--- config.mk ---
export PLATFORM = sky130hd
export DESIGN_NAME = snoop_bus_ctrl
export DESIGN_NICKNAME = d
export VERILOG_FILES = /design/src/rtl/bus_pkg.sv /design/src/rtl/snoop_bus_ctrl_rr_arbiter.sv /design/src/rtl/snoop_bus_ctrl.sv
export SDC_FILE = /design/constraint.sdc
export NUM_CORES = 1
export LEC_CHECK = 0
export CAP_MARGIN = 40
export CORE_ASPECT_RATIO = 1.4
export CORE_MARGIN = 2
export CORE_UTILIZATION = 53
export DETAILED_ROUTE_END_ITERATION = 10
export PLACE_DENSITY = 0.8
export SYNTH_ARGS = -nofsm -noshare
export SYNTH_HDL_FRONTEND = slang
export SYNTH_SLANG_ARGS = --single-unit
--- constraint.sdc ---
create_clock -name clock_i -period 1.98 [get_ports clock_i]
set_clock_uncertainty 0.1 [all_clocks]
set_input_delay 0.396 -clock clock_i [delete_from_list [all_inputs] [get_ports clock_i]]
set_output_delay 0.396 -clock clock_i [all_outputs]
set_load 0.02 [all_outputs]
--- src/rtl/bus_pkg.sv ---
// Shared-bus op and controller-state encodings, common to the snoop bus
// controller and the CPU-side cache controllers.
package bus_pkg;

   typedef enum logic [1:0] {
      OP_RD_MISS = 2'b00,
      OP_WR_MISS = 2'b01,
      OP_INVAL   = 2'b10,
      OP_WBACK   = 2'b11
   } bus_op_e;

   typedef enum logic [2:0] {
      ST_IDLE   = 3'd0,
      ST_GRANT  = 3'd1,
      ST_SNOOP  = 3'd2,
      ST_MEM_WR = 3'd3,
      ST_MEM_RD = 3'd4,
      ST_RESP   = 3'd5
   } bus_state_e;

   function automatic logic op_is_miss(input bus_op_e op);
      return (op == OP_RD_MISS) || (op == OP_WR_MISS);
   endfunction

endpackage

--- src/rtl/snoop_bus_ctrl_rr_arbiter.sv ---
// Round-robin arbiter: registered priority pointer, combinational one-hot grant.
// The pointer moves past the winner only when the bus controller confirms the grant.
module rr_arbiter #(
   parameter  int N     = 2,
   localparam int IDX_W = (N > 1) ? $clog2(N) : 1
) (
   input  logic             clk_i,
   input  logic             rst_i,
   input  logic [N-1:0]     req_i,
   input  logic             adv_i,
   input  logic [IDX_W-1:0] adv_idx_i,
   output logic [N-1:0]     gnt_o,
   output logic [IDX_W-1:0] gnt_idx_o
);

   logic [IDX_W-1:0] ptr_q, ptr_d;
   logic [IDX_W:0]   cand;
   logic             found;

   // Scan from the pointer upwards, wrapping, and take the first requester.
   always_comb begin
      gnt_o     = '0;
      gnt_idx_o = '0;
      found     = 1'b0;
      cand      = '0;
      for (int i = 0; i < N; i++) begin
         cand = {1'b0, ptr_q} + (IDX_W+1)'(i);
         if (cand >= (IDX_W+1)'(N)) cand = cand - (IDX_W+1)'(N);
         if (!found && req_i[cand[IDX_W-1:0]]) begin
            found     = 1'b1;
            gnt_idx_o = cand[IDX_W-1:0];
         end
      end
      gnt_o[gnt_idx_o] = found;
   end

   assign ptr_d = (adv_idx_i == IDX_W'(N - 1)) ? '0 : adv_idx_i + 1'b1;

   always_ff @(posedge clk_i) begin
      if (rst_i)      ptr_q <= '0;
      else if (adv_i) ptr_q <= ptr_d;
   end

endmodule

--- src/rtl/snoop_bus_ctrl.sv ---
// Snooping shared-bus controller: round-robin grant, snoop broadcast, dirty-copy
// collection and word-addressed memory. Define CACHE_TO_CACHE_EN to forward dirty data.
module snoop_bus_ctrl
   import bus_pkg::*;
#(
   parameter int N_CPUS      = 2,
   parameter int ADDR_W      = 3,
   parameter int DATA_W      = 4,
   parameter int MEM_LATENCY = 2
) (
   input  logic                     clock_i,
   input  logic                     reset_i,
   input  logic [N_CPUS-1:0]        req_valid_i,
   input  logic [2*N_CPUS-1:0]      req_op_i,
   input  logic [ADDR_W*N_CPUS-1:0] req_addr_i,
   input  logic [DATA_W*N_CPUS-1:0] req_data_i,
   output logic [N_CPUS-1:0]        req_grant_o,
   output logic [N_CPUS-1:0]        resp_valid_o,
   output logic [DATA_W-1:0]        resp_data_o,
   output logic                     snoop_valid_o,
   output logic [1:0]               snoop_op_o,
   output logic [ADDR_W-1:0]        snoop_addr_o,
   output logic [N_CPUS-1:0]        snoop_src_o,
   input  logic [N_CPUS-1:0]        snoop_dirty_i,
   input  logic [DATA_W*N_CPUS-1:0] snoop_data_i,
   output logic                     busy_o
);

   localparam int DEPTH = 2 ** ADDR_W;
   localparam int IDX_W = (N_CPUS > 1) ? $clog2(N_CPUS) : 1;
   localparam int CNT_W = (MEM_LATENCY > 1) ? $clog2(MEM_LATENCY) : 1;
   localparam logic [CNT_W-1:0] CNT_LOAD = CNT_W'(MEM_LATENCY - 1);

   bus_state_e        state_q, state_d;
   logic [IDX_W-1:0]  win_q, win_d;
   logic [N_CPUS-1:0] win_oh_q, win_oh_d;
   bus_op_e           op_q, op_d;
   logic [ADDR_W-1:0] addr_q, addr_d;
   logic [DATA_W-1:0] wdata_q, wdata_d;
   logic [DATA_W-1:0] rdata_q, rdata_d;
   logic [CNT_W-1:0]  cnt_q, cnt_d;
   logic [DATA_W-1:0] mem_q [DEPTH];
   logic              mem_we;

   logic [N_CPUS-1:0] arb_gnt;
   logic [IDX_W-1:0]  arb_idx;
   logic              snp_hit;
   logic [DATA_W-1:0] snp_word;

   rr_arbiter #(.N(N_CPUS)) u_arb (
      .clk_i     (clock_i),
      .rst_i     (reset_i),
      .req_i     (req_valid_i),
      .adv_i     (state_q == ST_GRANT),
      .adv_idx_i (win_q),
      .gnt_o     (arb_gnt),
      .gnt_idx_o (arb_idx)
   );

   // Dirty responders other than the requester; descending scan so the lowest index wins.
   always_comb begin
      snp_hit  = 1'b0;
      snp_word = '0;
      for (int i = N_CPUS - 1; i >= 0; i--) begin
         if (snoop_dirty_i[i] && !win_oh_q[i]) begin
            snp_hit  = 1'b1;
            snp_word = snoop_data_i[i*DATA_W +: DATA_W];
         end
      end
   end

   always_comb begin
      state_d  = state_q;
      win_d    = win_q;
      win_oh_d = win_oh_q;
      op_d     = op_q;
      addr_d   = addr_q;
      wdata_d  = wdata_q;
      rdata_d  = rdata_q;
      cnt_d    = cnt_q;
      mem_we   = 1'b0;
      case (state_q)
         ST_IDLE: begin
            if (|req_valid_i) begin
               win_d    = arb_idx;
               win_oh_d = arb_gnt;
               op_d     = bus_op_e'(req_op_i[arb_idx*2 +: 2]);
               addr_d   = req_addr_i[arb_idx*ADDR_W +: ADDR_W];
               wdata_d  = req_data_i[arb_idx*DATA_W +: DATA_W];
               state_d  = ST_GRANT;
            end
         end
         ST_GRANT: state_d = ST_SNOOP;
         ST_SNOOP: begin
            cnt_d = CNT_LOAD;
            if (op_q == OP_INVAL) begin
               state_d = ST_RESP;
            end else if (op_q == OP_WBACK) begin
               state_d = ST_MEM_WR;
            end else if (snp_hit) begin
               wdata_d = snp_word;
`ifdef CACHE_TO_CACHE_EN
               rdata_d = snp_word;
`endif
               state_d = ST_MEM_WR;
            end else begin
               state_d = ST_MEM_RD;
            end
         end
         ST_MEM_WR: begin
            if (cnt_q == '0) begin
               mem_we = 1'b1;
               cnt_d  = CNT_LOAD;
`ifdef CACHE_TO_CACHE_EN
               state_d = ST_RESP;
`else
               // A miss only lands here after a dirty hit; refetch the freshly written word.
               state_d = op_is_miss(op_q) ? ST_MEM_RD : ST_RESP;
`endif
            end else begin
               cnt_d = cnt_q - 1'b1;
            end
         end
         ST_MEM_RD: begin
            if (cnt_q == '0) begin
               rdata_d = mem_q[addr_q];
               state_d = ST_RESP;
            end else begin
               cnt_d = cnt_q - 1'b1;
            end
         end
         ST_RESP: state_d = ST_IDLE;
         default: state_d = ST_IDLE;
      endcase
   end

   always_ff @(posedge clock_i) begin
      if (reset_i) begin
         state_q  <= ST_IDLE;
         win_q    <= '0;
         win_oh_q <= '0;
         op_q     <= OP_RD_MISS;
         addr_q   <= '0;
         wdata_q  <= '0;
         rdata_q  <= '0;
         cnt_q    <= '0;
      end else begin
         state_q  <= state_d;
         win_q    <= win_d;
         win_oh_q <= win_oh_d;
         op_q     <= op_d;
         addr_q   <= addr_d;
         wdata_q  <= wdata_d;
         rdata_q  <= rdata_d;
         cnt_q    <= cnt_d;
      end
   end

   always_ff @(posedge clock_i) begin
      if (reset_i) begin
         for (int i = 0; i < DEPTH; i++) mem_q[i] <= '0;
      end else if (mem_we) begin
         mem_q[addr_q] <= wdata_q;
      end
   end

   assign busy_o        = (state_q != ST_IDLE);
   assign snoop_valid_o = (state_q == ST_GRANT);
   assign req_grant_o   = snoop_valid_o ? win_oh_q : '0;
   assign snoop_src_o   = req_grant_o;
   assign snoop_op_o    = snoop_valid_o ? op_q : 2'b00;
   assign snoop_addr_o  = snoop_valid_o ? addr_q : '0;
   assign resp_valid_o  = (state_q == ST_RESP) ? win_oh_q : '0;
   assign resp_data_o   = (state_q == ST_RESP && op_is_miss(op_q)) ? rdata_q : '0;

endmodule

==> Word level (Yosys, flattened, before mapping) <==
Memory sizes are Yosys's and may differ from the RTL's. A register that Yosys moved wholly into a read port is not among the register bits.
Cells that the tools add are included.
{ "op_classes": {"n_addsub": 5, "mul": 1, "n_lt_le_gt_ge": 6, "eq_ne": 14, "shifts": 3, "muxes": 48, "n_bitwise": 2, "reduce_logical": 20} }
{ "ops": {"columns": ["op", "n"], "rows": [
  ["two-way mux 4 bit", 8],
  ["two-way mux 1 bit", 25],
  ["two-way mux 3 bit", 8],
  ["case mux 3 bit (5 select lines)", 1],
  ["inequality test 2 bit, second input constant", 6],
  ["case mux 4 bit (2 select lines)", 1],
  ["variable part select 8 x 4 -> 4 bit", 1],
  ["equality test 3 x 2 -> 1 bit, second input constant", 2],
  ["equality test 3 bit, second input constant", 2],
  ["less-than comparator 1 x 2 -> 1 bit, second input constant", 3],
  ["two-way mux 2 bit", 3],
  ["nonzero test 3 bit", 2],
  ["variable part select 6 x 4 -> 3 bit", 1],
  ["logical AND 1 bit", 5],
  ["AND reduction 5 bit", 1],
  ["equality test 2 bit, second input constant", 2],
  ["AND reduction 2 bit", 2],
  ["OR reduction 4 bit", 1],
  ["variable part select 4 x 3 -> 2 bit", 1],
  ["equality test 3 x 1 -> 1 bit, second input constant", 1],
  ["logical NOT 1 bit", 3],
  ["logical NOT 3 bit", 1],
  ["multiplier 1 x 2 -> 3 bit, second input constant", 1],
  ["case mux 1 bit (3 select lines)", 1],
  ["other kinds (15)", 17]
]} }
{ "word_totals": {"regBits": 17, "ramBits": 32, "inputBits": 32, "out_inout_bits": 17, "wordCells": 108, "memories": 1} }
{ "memory_table": {"columns": ["name", "words", "word_bits", "read_ports", "rd_clocked_by_memory_dff", "wr", "line", "source"], "rows": [
  ["mem_q", 8, 4, 1, 1, 8, "snoop_bus_ctrl.sv:42", "logic [DATA_W-1:0] mem_q [DEPTH];"]
]} }

==> Depth between registers and ports, before layout <==
{ "depth": {"depth_word": 13, "depth_mapped": 7, "ltp_nobuf": 5} }

==> Modules after synthesis <==
Synthesis repeated with hierarchy kept, for this count alone.
{ "unflattened": {"hier_cells": 269, "hier_area_um2": 2777.7} }
{ "by_module_without_submodules": {"columns": ["mod", "n_inst", "cells_each", "area_per_inst_um2", "seq_area_each_um2"], "rows": [
  ["snoop_bus_ctrl", 1, 262, 2715.1, 1361.3],
  ["rr_arbiter", 1, 7, 62.6, 20.0]
]} }

==> Least setup slack after synthesis <==
Ideal clock, no wire load.
{ "synth_path": {"kind": "reg2out", "from": "register state_q[0]", "to": "output snoop_src_o[0]", "arrival_time_ps": 1575, "required_ps": 1484, "path_slack_ps": -91, "stages_incl_launch_ff": 6, "path_buffers": 3, "cell_sequence": "dfxtp_1 > buf_2 > buf_2 > nor3b_4 > and2_1 > buf_4"} }
{ "synth_between": {"elab_chain_len": 2} }
{ "synth_lines": {"columns": ["item", "line", "source"], "rows": [
  ["start: declaration", "snoop_bus_ctrl.sv:34", "bus_state_e state_q, state_d;"],
  ["start signal: assignment", "snoop_bus_ctrl.sv:148", "state_q <= state_d;"],
  ["equality test 3 x 1 -> 1 bit", "snoop_bus_ctrl.sv:168", "assign snoop_valid_o = (state_q == ST_GRANT);"],
  ["via snoop_valid_o", "snoop_bus_ctrl.sv:20", "output logic snoop_valid_o,"],
  ["two-way mux 2 bit", "snoop_bus_ctrl.sv:169", "assign req_grant_o = snoop_valid_o ? win_oh_q : '0;"],
  ["end: declaration", "snoop_bus_ctrl.sv:23", "output logic [N_CPUS-1:0] snoop_src_o,"]
]} }
The timed path passes the listed nets, and every way through them passes these cells.

==> Final worst setup path <==
{ "layout_path": {"from": "register state_q[2]", "to": "output req_grant_o[0]"} }
{ "layout_between": {"elab_chain_len": 2} }
{ "layout_lines": {"columns": ["item", "line", "source"], "rows": [
  ["equality test 3 x 1 -> 1 bit", "snoop_bus_ctrl.sv:168", null],
  ["two-way mux 2 bit", "snoop_bus_ctrl.sv:169", null],
  ["end: declaration", "snoop_bus_ctrl.sv:17", "output logic [N_CPUS-1:0] req_grant_o,"]
]} }
No other way between the ends.

==> flow_metrics.py <==
metrics = {
    "global_route": {
        "grt_pass1_wl_um": 11400,
        "gr-total-overflow": 0,
        "grt_start_max_net_pins": 24,
        "antenna_found_initial": 0,
        "grt_usage_pct": 25.3,
        "grt_pass1_vias": 2534,
    },
    "yosys": {
        "yosysTopAreaCellShare_pct": 33.9,
        "ys_ff_latch": 53,
        "syn_inst": 267,
        "synthArstFlopShare_pct": 0,
        "synthMuxAreaShare_pct": 4.77,
        "synth_nets": 299,
        "synth-compound-area-share_pct": 12.8,
        "synth_fa_ha_area_share_pct": 0,
        "ys_seq_area_share_pct": 48.7,
        "yosys-top-cells-area": "edfxtp_1, dfxtp_1, and2_1, nor2_1, mux2i_1",
        "ys_warn_count": 0,
        "synth_top_family_by_area": "simple AND/OR/NAND/NOR gates",
        "yosysMostFrequentCell": "and2_1",
        "syn_avg_cell_area_um2": 10.6,
        "synthFlopType": "edfxtp_1",
        "syn_area_mm2": 0.00284,
        "yosysUniqueCellTypes": 53,
        "yosys.area_share.simple_pct": 29.7,
        "synthTopCellsByCount": "and2_1, edfxtp_1, nor2_1",
        "synth_edf_count": 32,
        "synth_xor_area_share_pct": 0,
        "synth_top_area_cell": "edfxtp_1",
    },
    "placed_design": {
        "portBuffers": 48,
        "pre_cts_ws_ns": -0.0318,
        "gp_congestion": 0.808,
        "dp_hpwl_um": 5420,
        "dpl_cell_area_mm2": 0.00356,
    },
    "clock_network": {
        "cts.clk_slew.worst_paths_ns": 0.09,
        "cts_buffers": 5,
        "clock-root-buffer": "clkbuf_8",
        "clock_latency_ns": 0.30,
        "cts_tree": "built",
        "clock_path_buffers": 2,
        "numClockSinks": 53,
        "htreeDepth": 2,
        "ctsHoldBuffers": 0,
    },
    "sta": {
        "slew_violations": 0,
        "max_slew_margin_pct": 69.5,
        "final-hold-violation-count": 0,
        "setup_ws_ns": 0.0538,
        "worst_slew_pin_slew_ns": 0.457,
        "period_needed_ns": 1.93,
        "worst_hold_slack_ns": 0.351,
        "period_share_pct": 97.3,
        "rsz0062_at_grt": "yes",
        "fmax_mhz": 519,
        "setup_violations": 0,
    },
    "floorplan": {
        "die_x_um": 65.8,
        "die_h_um": 90.5,
        "rows": 31,
        "core_area_mm2": 0.00516,
        "dieArea_mm2": 0.00596,
        "initial_utilization_pct": 55.0,
        "io_pins": 49,
    },
    "power": {
        "seqPwrFrac_pct": 41.9,
        "powerDensity_mw_per_mm2": 967,
        "p_comb_share_pct": 41.5,
        "switching_share_pct": 36.4,
        "finalPower_mw": 3.51,
        "p_switching_mw": 1.28,
        "power.leakage_nw": 1.41,
        "vdd_drop_max_mv": 0.560,
        "p_int_mw": 2.23,
        "clockPowerShare_pct": 16.6,
    },
    "hold_path": {
        "hp-start": "win_q",
        "hp-class": "flip-flop to flip-flop",
        "whs_path_depth": 1,
        "whs_endpoint": "u_arb.ptr_q",
    },
    "detailed_routing": {
        "detail-route-antenna-nets": 0,
        "highest_layer": "met4",
        "remaining_drc_errors": 0,
        "viasPerCell": 5.67,
        "routed_wl_um": 6890,
        "dr_wl_met2_um": 3740,
        "wl_per_cell_um": 17.0,
        "drt-initial-drc-count": 127,
        "dr.pass1.iters": 4,
        "wl_met1_um": 2420,
        "route.vias.total": 2300,
        "wl_met3_um": 288,
    },
    "final_layout": {
        "fin_area_mm2": 0.00362,
        "multi_input_area_mm2": 0.00134,
        "drive_gt1_share_pct": 24.1,
        "area.growth.synth_to_final_pct": 27.8,
        "layout.nets": 371,
        "fillers": 404,
        "seqCellArea_mm2": 0.00139,
        "antennaDiodeCount": 0,
    },
    "setup_path": {
        "reg2reg_depth": 5,
        "reg2reg_to": "mem_q[1][0]",
        "required_ns": 1.48,
        "worst_setup_path_end_kind": "primary output",
        "arrival_ns": 1.43,
        "critical_path_class": "flip-flop to primary output",
        "r2r-start": "state_q[1]",
        "start_kind": "flip-flop",
        "critPathMaxFanout": 5,
        "r2r_slack_ns": 0.15,
    },
    "status": {
        "status": "finished, final reports clean",
    },
    "flow_run": {
        "maxCapViolations": 0,
    },
}
## kinds of logic after synthesis
| kind of cell | count (synthesis) |
|---|---|
| AND/OR/NAND/NOR | 137 |
| flip-flops | 53 |
| AO/OA/AOI/OAI | 46 |
| buffers and inverters | 20 |
| multiplexers | 11 |
## power by group through the flow
stage                     logic [mW]  clock network (mW)  registers, mW
after floorplan                0.915                   0           1.42
after global placement          1.42                   0           1.47
after detailed placement        1.45                   0           1.48
after CTS                       1.45               0.586           1.46
after global routing            1.58               0.629           1.48
final                           1.45               0.583           1.47
## layout by cell type, fill, tap and decap left out, drive strengths merged, types with 3 or more instances in the layout
master         count
and2              44
buf               42
edfxtp            32
clkdlybuf4s50     31
nor2              26
dfxtp             21
a211oi            13
nand2              9
mux2i              9
or2                9
clkbuf             9
and3               8
nand3              7
nor3               7
clkdlybuf4s15      6
nand4b             5
nand2b             5
a311oi             5
a21oi              4
o31ai              4
nor3b              4
o22ai              3
o31a               3
o21ai              3
## registers in the layout, summed over array words and instances (netlist names)
name         count
addr_q           3
rdata_q          4
win_oh_q         2
wdata_q          4
mem_q           32
state_q          3
win_q            1
op_q             2
u_arb.ptr_q      1
cnt_q            1
## layer usage
metal  global-route usage (%)  up-vias
met4                     16.8        0
li1                         -     1116
met2                     46.4       81
met1                     25.3     1074
met3                     3.49       29
met5                        0        -
## worst max-delay path: stages (launching register included)
cell and delay (ns):
dfxtp_2 0.36, nor3b_4 0.31, buf_4 0.17, and2_2 0.14, buf_2 0.16
## through the flow
| step | instances | util [%] | setup TNS [ns] |
|---|---|---|---|
| finish | 406 | 70.3 | 0 |
| global route | 406 | 70.3 | -0.00723 |
| CTS | 406 | 70.2 | -0.0776 |
| detailed placement | 396 | 69.0 | -0.244 |
| global placement | 396 | 69.0 | -0.124 |
| floorplan | 267 | - | -0.0699 |
## worst max path at each step
stage / start / endpoint / slack, ns / cells after the start
6_report: state_q[2] / req_grant_o[0] / 0.05 / 4
5_1_grt: state_q[2] / req_grant_o[0] / -0.005 / 4
4_1_cts: state_q[1] / resp_valid_o[1] / -0.03 / 4
3_5_place_dp: snoop_dirty_i[0] / state_q[1] / -0.03 / 5
3_3_place_gp: state_q[2] / snoop_src_o[0] / -0.02 / 3
2_1_floorplan: state_q[0] / snoop_src_o[0] / -0.03 / 5
## repair_timing
| action | 4_1_cts | 5_1_grt |
|---|---|---|
| endpoints found under the hold margin | 0 | 0 |
| pin swaps | 1 | 1 |
| gates resized for setup | 40 | 18 |
| setup buffers | 2 | 0 |
| cloned | 0 | 0 |
| endpoints found under the setup margin | 19 | 17 |
## cell type report
class | instances | area share [%]
Sequential cell | 53 | 38.3
Multi-Input combinational cell | 194 | 37.0
Timing Repair Buffer | 83 | 19.8
Tap cell | 66 | 2.28
Clock buffer | 6 | 2.00
Clock inverter | 2 | 0.311
Inverter | 2 | 0.276
No activity file was read; power rests on OpenSTA's default activity.
